==> config.mk <==
export PLATFORM = sky130hd
export DESIGN_NAME = branch_ctrl
export DESIGN_NICKNAME = d
export VERILOG_FILES = /design/src/rtl/branch_ctrl.sv
export SDC_FILE = /design/constraint.sdc
export NUM_CORES = 1
export LEC_CHECK = 0
export ABC_AREA = 1
export CAP_MARGIN = 20
export CORE_UTILIZATION = 51
export DETAILED_ROUTE_END_ITERATION = 7
export HOLD_SLACK_MARGIN = 0.1
export PLACE_DENSITY_LB_ADDON = 0.25
export SLEW_MARGIN = 20
export SYNTH_ARGS = -nofsm -noshare
export SYNTH_HDL_FRONTEND = slang
export SYNTH_SLANG_ARGS = --single-unit
==> constraint.sdc <==
create_clock -name clk -period 6.1 [get_ports clk]
set_input_delay 0.61 -clock clk [delete_from_list [all_inputs] [get_ports clk]]
set_output_delay 0.61 -clock clk [all_outputs]
set_load 0.02 [all_outputs]
==> src/rtl/branch_ctrl.sv <==
// rtl/branch_ctrl.sv - decode-stage branch resolution controller driving the shared comparator
// Optional BRANCH_STAT_EN adds taken/not-taken/stall-cycle counters.
module branch_ctrl #(
  parameter int ADDR_W = 32
) (
  input  logic              clk,
  input  logic              reset,
  input  logic              br_valid,
  output logic              br_ready,
  input  logic [3:0]        br_op,
  input  logic [ADDR_W-1:0] br_pc,
  input  logic [15:0]       br_imm,
  input  logic [31:0]       rs_data,
  input  logic [31:0]       rt_data,
  input  logic              rs_ready,
  input  logic              rt_ready,
  input  logic              flush,
  output logic [31:0]       judge_srca,
  output logic [31:0]       judge_srcb,
  output logic [3:0]        judge_op,
  input  logic              judge_res,
  output logic              stall_d,
  output logic              redirect_valid,
  output logic [ADDR_W-1:0] redirect_pc
`ifdef BRANCH_STAT_EN
  ,
  output logic [31:0]       stat_taken,
  output logic [31:0]       stat_not_taken,
  output logic [31:0]       stat_stall_cycles
`endif
);

  localparam logic [3:0] OP_EQ  = 4'd1;
  localparam logic [3:0] OP_NE  = 4'd2;
  localparam logic [3:0] OP_GTZ = 4'd3;
  localparam logic [3:0] OP_LEZ = 4'd4;
  localparam logic [3:0] OP_GEZ = 4'd5;
  localparam logic [3:0] OP_LTZ = 4'd6;

  typedef enum logic [1:0] {
    IDLE = 2'b00,
    WAIT = 2'b01,
    EVAL = 2'b10,
    DONE = 2'b11
  } stateT;

  stateT stateQ, stateNext;

  logic [3:0]        opQ;
  logic [ADDR_W-1:0] pcQ;
  logic [15:0]       immQ;
  logic [31:0]       rsQ, rtQ;
  logic              rsHave, rtHave;
  logic              takenQ;
  logic [ADDR_W-1:0] targetQ;
  logic              accept;
  logic              readyAtAccept;
  logic              readyInWait;
  logic [ADDR_W-1:0] offset;

  // Every valid comparator op reads rs, so needRs doubles as the op-valid test.
  function automatic logic needRs(input logic [3:0] op);
    case (op)
      OP_EQ, OP_NE, OP_GTZ, OP_LEZ, OP_GEZ, OP_LTZ: return 1'b1;
      default:                                      return 1'b0;
    endcase
  endfunction

  function automatic logic needRt(input logic [3:0] op);
    return (op == OP_EQ) || (op == OP_NE);
  endfunction

  assign readyAtAccept = (!needRs(br_op) || rs_ready) && (!needRt(br_op) || rt_ready);
  assign readyInWait   = (!needRs(opQ) || rsHave || rs_ready) &&
                         (!needRt(opQ) || rtHave || rt_ready);
  assign offset        = ADDR_W'($signed({immQ, 2'b00}));

  always_ff @(posedge clk) begin
    if (reset) begin
      stateQ <= IDLE;
    end else begin
      stateQ <= stateNext;
    end
  end

  always_comb begin
    stateNext      = stateQ;
    accept         = 1'b0;
    br_ready       = 1'b0;
    stall_d        = 1'b0;
    redirect_valid = 1'b0;
    judge_op       = 4'b0;
    judge_srca     = 32'b0;
    judge_srcb     = 32'b0;
    case (stateQ)
      IDLE, DONE: begin
        br_ready       = 1'b1;
        redirect_valid = (stateQ == DONE) && takenQ;
        if (br_valid) begin
          accept    = 1'b1;
          stateNext = readyAtAccept ? EVAL : WAIT;
        end else begin
          stateNext = IDLE;
        end
      end
      WAIT: begin
        stall_d = 1'b1;
        if (readyInWait) begin
          stateNext = EVAL;
        end
      end
      EVAL: begin
        stall_d    = 1'b1;
        judge_op   = opQ;
        judge_srca = needRs(opQ) ? rsQ : 32'b0;
        judge_srcb = needRt(opQ) ? rtQ : 32'b0;
        stateNext  = DONE;
      end
      default: stateNext = IDLE;
    endcase
    // An abort drops any in-flight or newly presented branch and kills a pending redirect.
    if (flush) begin
      stateNext      = IDLE;
      accept         = 1'b0;
      redirect_valid = 1'b0;
    end
  end

  assign redirect_pc = targetQ;

  always_ff @(posedge clk) begin
    if (reset) begin
      opQ     <= 4'b0;
      pcQ     <= '0;
      immQ    <= 16'b0;
      rsQ     <= 32'b0;
      rtQ     <= 32'b0;
      rsHave  <= 1'b0;
      rtHave  <= 1'b0;
      takenQ  <= 1'b0;
      targetQ <= '0;
    end else begin
      if (accept) begin
        opQ    <= br_op;
        pcQ    <= br_pc;
        immQ   <= br_imm;
        rsQ    <= rs_data;
        rtQ    <= rt_data;
        rsHave <= rs_ready;
        rtHave <= rt_ready;
      end else if (stateQ == WAIT) begin
        // Once an operand has been captured it is held, even if its ready flag drops.
        if (rs_ready && !rsHave) begin
          rsQ    <= rs_data;
          rsHave <= 1'b1;
        end
        if (rt_ready && !rtHave) begin
          rtQ    <= rt_data;
          rtHave <= 1'b1;
        end
      end
      if (stateQ == EVAL) begin
        takenQ  <= judge_res && needRs(opQ);
        targetQ <= pcQ + ADDR_W'(4) + offset;
      end
    end
  end

`ifdef BRANCH_STAT_EN
  always_ff @(posedge clk) begin
    if (reset) begin
      stat_taken        <= 32'b0;
      stat_not_taken    <= 32'b0;
      stat_stall_cycles <= 32'b0;
    end else begin
      if ((stateQ == DONE) && !flush) begin
        if (takenQ) begin
          stat_taken <= stat_taken + 32'd1;
        end else begin
          stat_not_taken <= stat_not_taken + 32'd1;
        end
      end
      if (stall_d) begin
        stat_stall_cycles <= stat_stall_cycles + 32'd1;
      end
    end
  end
`endif

endmodule

Yosys cells after proc, flatten, opt, wreduce, memory -nomap -nowiden
Cells that the tools add are included.
{ "classes": {"add_sub_neg": 2, "eq_ne": 16, "n_mux": 32, "n_reduce_logical": 31} }
{ "ops": {"columns": ["cell", "count"], "rows": [
  ["$mux W32", 10],
  ["$add A32 B3 Y32 const B", 1],
  ["$add A32 B32 Y32", 1],
  ["$eq A4 B3 Y1 const B", 6],
  ["$mux W1", 17],
  ["$eq A4 B2 Y1 const B", 4],
  ["$reduce_or A6 Y1", 2],
  ["$eq A4 B1 Y1 const B", 2],
  ["$logic_or A1 B1 Y1", 8],
  ["$logic_and A1 B1 Y1", 6],
  ["$logic_not A1 Y1", 6],
  ["$mux W2", 3],
  ["$pmux W2 S3", 1],
  ["$reduce_bool A2 Y1", 3],
  ["$reduce_or A2 Y1", 3],
  ["$eq A2 B2 Y1 const B", 2],
  ["$mux W4", 1],
  ["$reduce_and A2 Y1", 2],
  ["$eq A2 B1 Y1 const B", 1],
  ["$logic_not A2 Y1", 1],
  ["$ne A2 B2 Y1 const B", 1]
]} }
{ "word_totals": {"regBits": 153, "inputBits": 123, "out_inout_bits": 103, "elab_cells": 91} }

Depth between registers and ports, before layout
{ "logic_depth": {"ltp_word": 9, "mapped_depth": 15} }

Worst setup path after synthesis
OpenSTA, ideal clock, no wires.
{ "synth_path": {"kind": "register -> register", "startpoint": "register pcQ[3]", "endpoint": "register targetQ[19] (netlist: redirect_pc[19])", "setup_ps": 115, "arrival_time_ps": 1976, "required_time_ps": 5985, "setup_slack_ps": 4008, "path_stages_with_launch": 14, "path_buffers": 0, "period_less_slack_ps": 2092, "cell_sequence": "dfxtp_1 > ha_1 > ha_1 > fa_1 > nand3_1 > nand3_1 > nand2_1 > nand2_1 > nand3_1 > nand2_1 > nand2_1 > nand2_1 > o21ai_0 > inv_1"} }
{ "synth_between": {"elab_chain_len": 2} }
{ "synth_lines": {"columns": ["item", "line_no", "text"], "rows": [
  ["start: declaration", "50", "logic [ADDR_W-1:0] pcQ;"],
  ["start signal: assignment", "145", "pcQ <= br_pc;"],
  ["$add A32 B3 Y32", "164", "targetQ <= pcQ + ADDR_W'(4) + offset;"],
  ["$add A32 B32 Y32", "164", null],
  ["end signal: assignment", "164", null],
  ["end: declaration", "55", "logic [ADDR_W-1:0] targetQ;"]
]} }
Every way passes these cells.
A chain may end at the register's enable or synchronous reset.

Final worst setup path
{ "layout_path": {"startpoint": "register stateQ[0]", "endpoint": "output port judge_srcb[0]"} }
{ "layout_between": {"elab_chain_len": 2} }
{ "layout_lines": {"columns": ["item", "line_no", "text"], "rows": [
  ["start: declaration", "47", "stateT stateQ, stateNext;"],
  ["start signal: assignment", "82", "stateQ <= stateNext;"],
  ["$eq A2 B2 Y1", "95", "case (stateQ)"],
  ["$mux W32", "95", null],
  ["end: declaration", "19", "output logic [31:0] judge_srcb,"]
]} }
Every way passes these cells.

==> run metrics <==
setup ws final 1.88 ns; initial antenna violation count 0; clock buffer depth 2; cell taking the most area after synthesis dfxtp_1; top-count cell post-synth inv_1; via count 8260; Worst IR Drop VDD 0.226 mV; CTS root buf clkbuf_16; Hold-fix buffers, CTS 0; H-tree Lvls 4; Max FO, Critical Path 58; hold path cells 2; Remaining DRCs 0; Die X 132 um; Static Leak 5.35 nW; gr usage total 0.250; dominant synthesized flop cell dfxtp_1; slowest stage delay, CP 0.87 ns; Die Ht 132 um; Worst setup endpoint judge_srcb[0]; min cycle time layout 4.22 ns; CP Launch Point stateQ[0]; grt ovf 0; first-pass GRT wire length 35.2 mm; Layout Skew 0.00808 ns; Die Footprint 17400 um^2; fin crit share 0.692; critical path class flop to output port; Worst Path Buf+Inv 2; # resized after CTS 0; commonest cells in the netlist 257 x inv_1, 239 x nand2_1, 169 x nor2_1; Reg power frac 0.419; Reg-to-Reg Start stateQ[0]; DRT Pass-1 Iters 5; worst hold path type flop to flop; setup slack, reg-to-reg 3.43 ns; dpl cell area 10800 um^2; hpwl dp 15.6 mm; internal power 1.92 mW; Syn Inst Count 1287; Max Fclk 237 MHz; CTS buffer count 17; share of cells above drive strength 1 0.0302; WP depth 5; vias per cell 4.82; part of the power in the clock network 0.401; Final #Nets 1665; Hold Vio Cnt, Final 0; P&R area growth vs syn 32.5%; Pwr Density 233 nW/um^2; post-synth cell types 29; largest net degree at the start of global routing 110; reg2reg end rsQ[14]; Initial DRC Count 436; Sw Share 0.278; Worst path slowest cell ha_2; CTS tree yes; status complete, no violations; Startpoint Class flop; share of the synthesized area in the top cell type 0.357; Post-DRT Antenna Nets 0; Final Instance Area 11400 um^2; fillers 1489; Post-CTS Setup Bufs 0; Post-Route Setup TNS 0 ns; PortBufs 225; clock-pin slew on the worst setup and hold paths 0.06 ns; WP data required 5.49 ns; total power 2.65 mW; Post-Syn Area 8580 um^2; family with the most delay on the worst path simple AND/OR/NAND/NOR gates; Core Rows 47; DR WL/cell 12.4 um; Clock Sinks 153; NetSw 0.738 mW; asr flop ratio synth 0; fin. max-slew vios 0; final setup vio count 0; final WL 21.2 mm; Comb pwr share 0.179; Avg Inst Size Synth 6.67 um^2; # placed instances 1681; Post-Layout Cell Count 1712; core area 16500 um^2; number of synthesized flops with an enable pin 0; sequential area share after synthesis 0.357; YS warnings 0; Mapped Nets 1472; Inserted Diodes 0; RSZ-0062 raised after global routing false; worst skew pair latency 0.43 ns; Slew headroom 0.299; critical path arrival 3.61 ns; Max-Cap Viols 0; worst r2r path cells 9; I/O Pins 226; Initial Util 0.519; crit-path cells inv_1 -> ha_2 -> nand2_1 -> nor2_1 -> clkdlybuf4s50_1; crit end category output port; Placer Congestion 0.910; Slew @ Worst Pin 1.05 ns; pre-CTS setup slack 2.27 ns; top post-synthesis cells by area dfxtp_1 36%, inv_1 11%, nand2_1 10%; vias in the first global route 7506; FF+latch count, synth 153
## metal layers
layer	vias up	global-route usage	wire length [um]
li1	4387	-	-
met1	3613	0.320	9640
met2	226	0.413	9850
met3	34	0.0504	1240
met4	0	0.0963	471
met5	-	0	0
## kinds of logic (layout without fill, tap and decap cells)
group                      count (synthesis)  count (layout)  share of synthesized area
and+or+nand+nor                          460             460                      0.211
DFF                                      153             153                      0.357
adders and majority gates                 62              62                     0.0913
buffers and inverters                    313             518                      0.156
AOI/OAI and AO/OA                        285             285                      0.170
xor gates and xnor gates                  14              14                     0.0143
## tightest hold or removal path, delay by kind of cell (launching register included)
family | cells | cell delay, ns
flops | 1 | 0.31
compound gates | 1 | 0.05
buf+inv | 1 | 0.05
## area by class of cell
cell class | instances | area, um^2 | area share
clock inverters | 12 | 140 | 0.0123
multi-input cells | 821 | 4190 | 0.369
repair buffers | 227 | 2270 | 0.199
inverters | 260 | 981 | 0.0863
well taps | 220 | 275 | 0.0242
clock buffers | 19 | 453 | 0.0398
flip-flops and latches | 153 | 3060 | 0.269
## metrics by stage
stage	utilization	hold WS (ns)
after floorplan	-	0.427
after global placement	0.652	0.437
after detailed placement	0.652	0.441
after CTS	0.688	0.452
after global routing	0.688	0.469
final	0.688	0.449
## worst min path at each step
stage,end,from,slack (ns)
floorplan,immQ[10],immQ[10],0.43
global placement,immQ[1],immQ[1],0.44
detailed placement,pcQ[5],pcQ[5],0.44
CTS,immQ[7],immQ[7],0.45
global route,pcQ[5],pcQ[5],0.47
finish,pcQ[6],pcQ[6],0.45
## registers in the layout (all words and copies together) (netlist names)
register	flops
immQ	16
opQ	4
pcQ	32
redirect_pc	32
rsHave	1
rsQ	32
rtHave	1
rtQ	32
stateQ	2
takenQ	1
## power by group through the flow
| stage | Combinational [mW] | Clock [mW] | Sequential (mW) |
|---|---|---|---|
| finish | 0.476 | 1.07 | 1.11 |
| global route | 0.538 | 1.12 | 1.12 |
| CTS | 0.480 | 1.08 | 1.11 |
| detailed placement | 0.476 | 0 | 1.14 |
| global placement | 0.468 | 0 | 1.13 |
| floorplan | 0.292 | 0 | 1.14 |
## cell usage in the layout, fill, tap and decap left out, types with 2 or more instances in the layout
master	Yosys	final
dfxtp_1	153	153
clkbuf_16	0	17
clkinv_4	0	2
clkdlybuf4s50_1	0	225
xor2_1	14	14
inv_2	1	2
clkbuf_8	2	2
nand2_1	239	238
nor2_2	2	2
o211ai_1	2	2
inv_8	0	2
inv_4	2	2
bufinv_16	0	2
ha_1	61	60
inv_6	0	2
nor2_1	169	169
inv_1	257	256
nand3_1	39	39
o21ai_1	57	57
buf_4	0	2
clkinv_2	0	3
nor3_1	2	2
nand3b_1	3	3
o21ai_4	2	2
a21oi_1	138	138
nand4_1	4	4
o21bai_1	2	2
o21ai_0	82	82
Note: power is estimated with default switching activity, not from simulation.
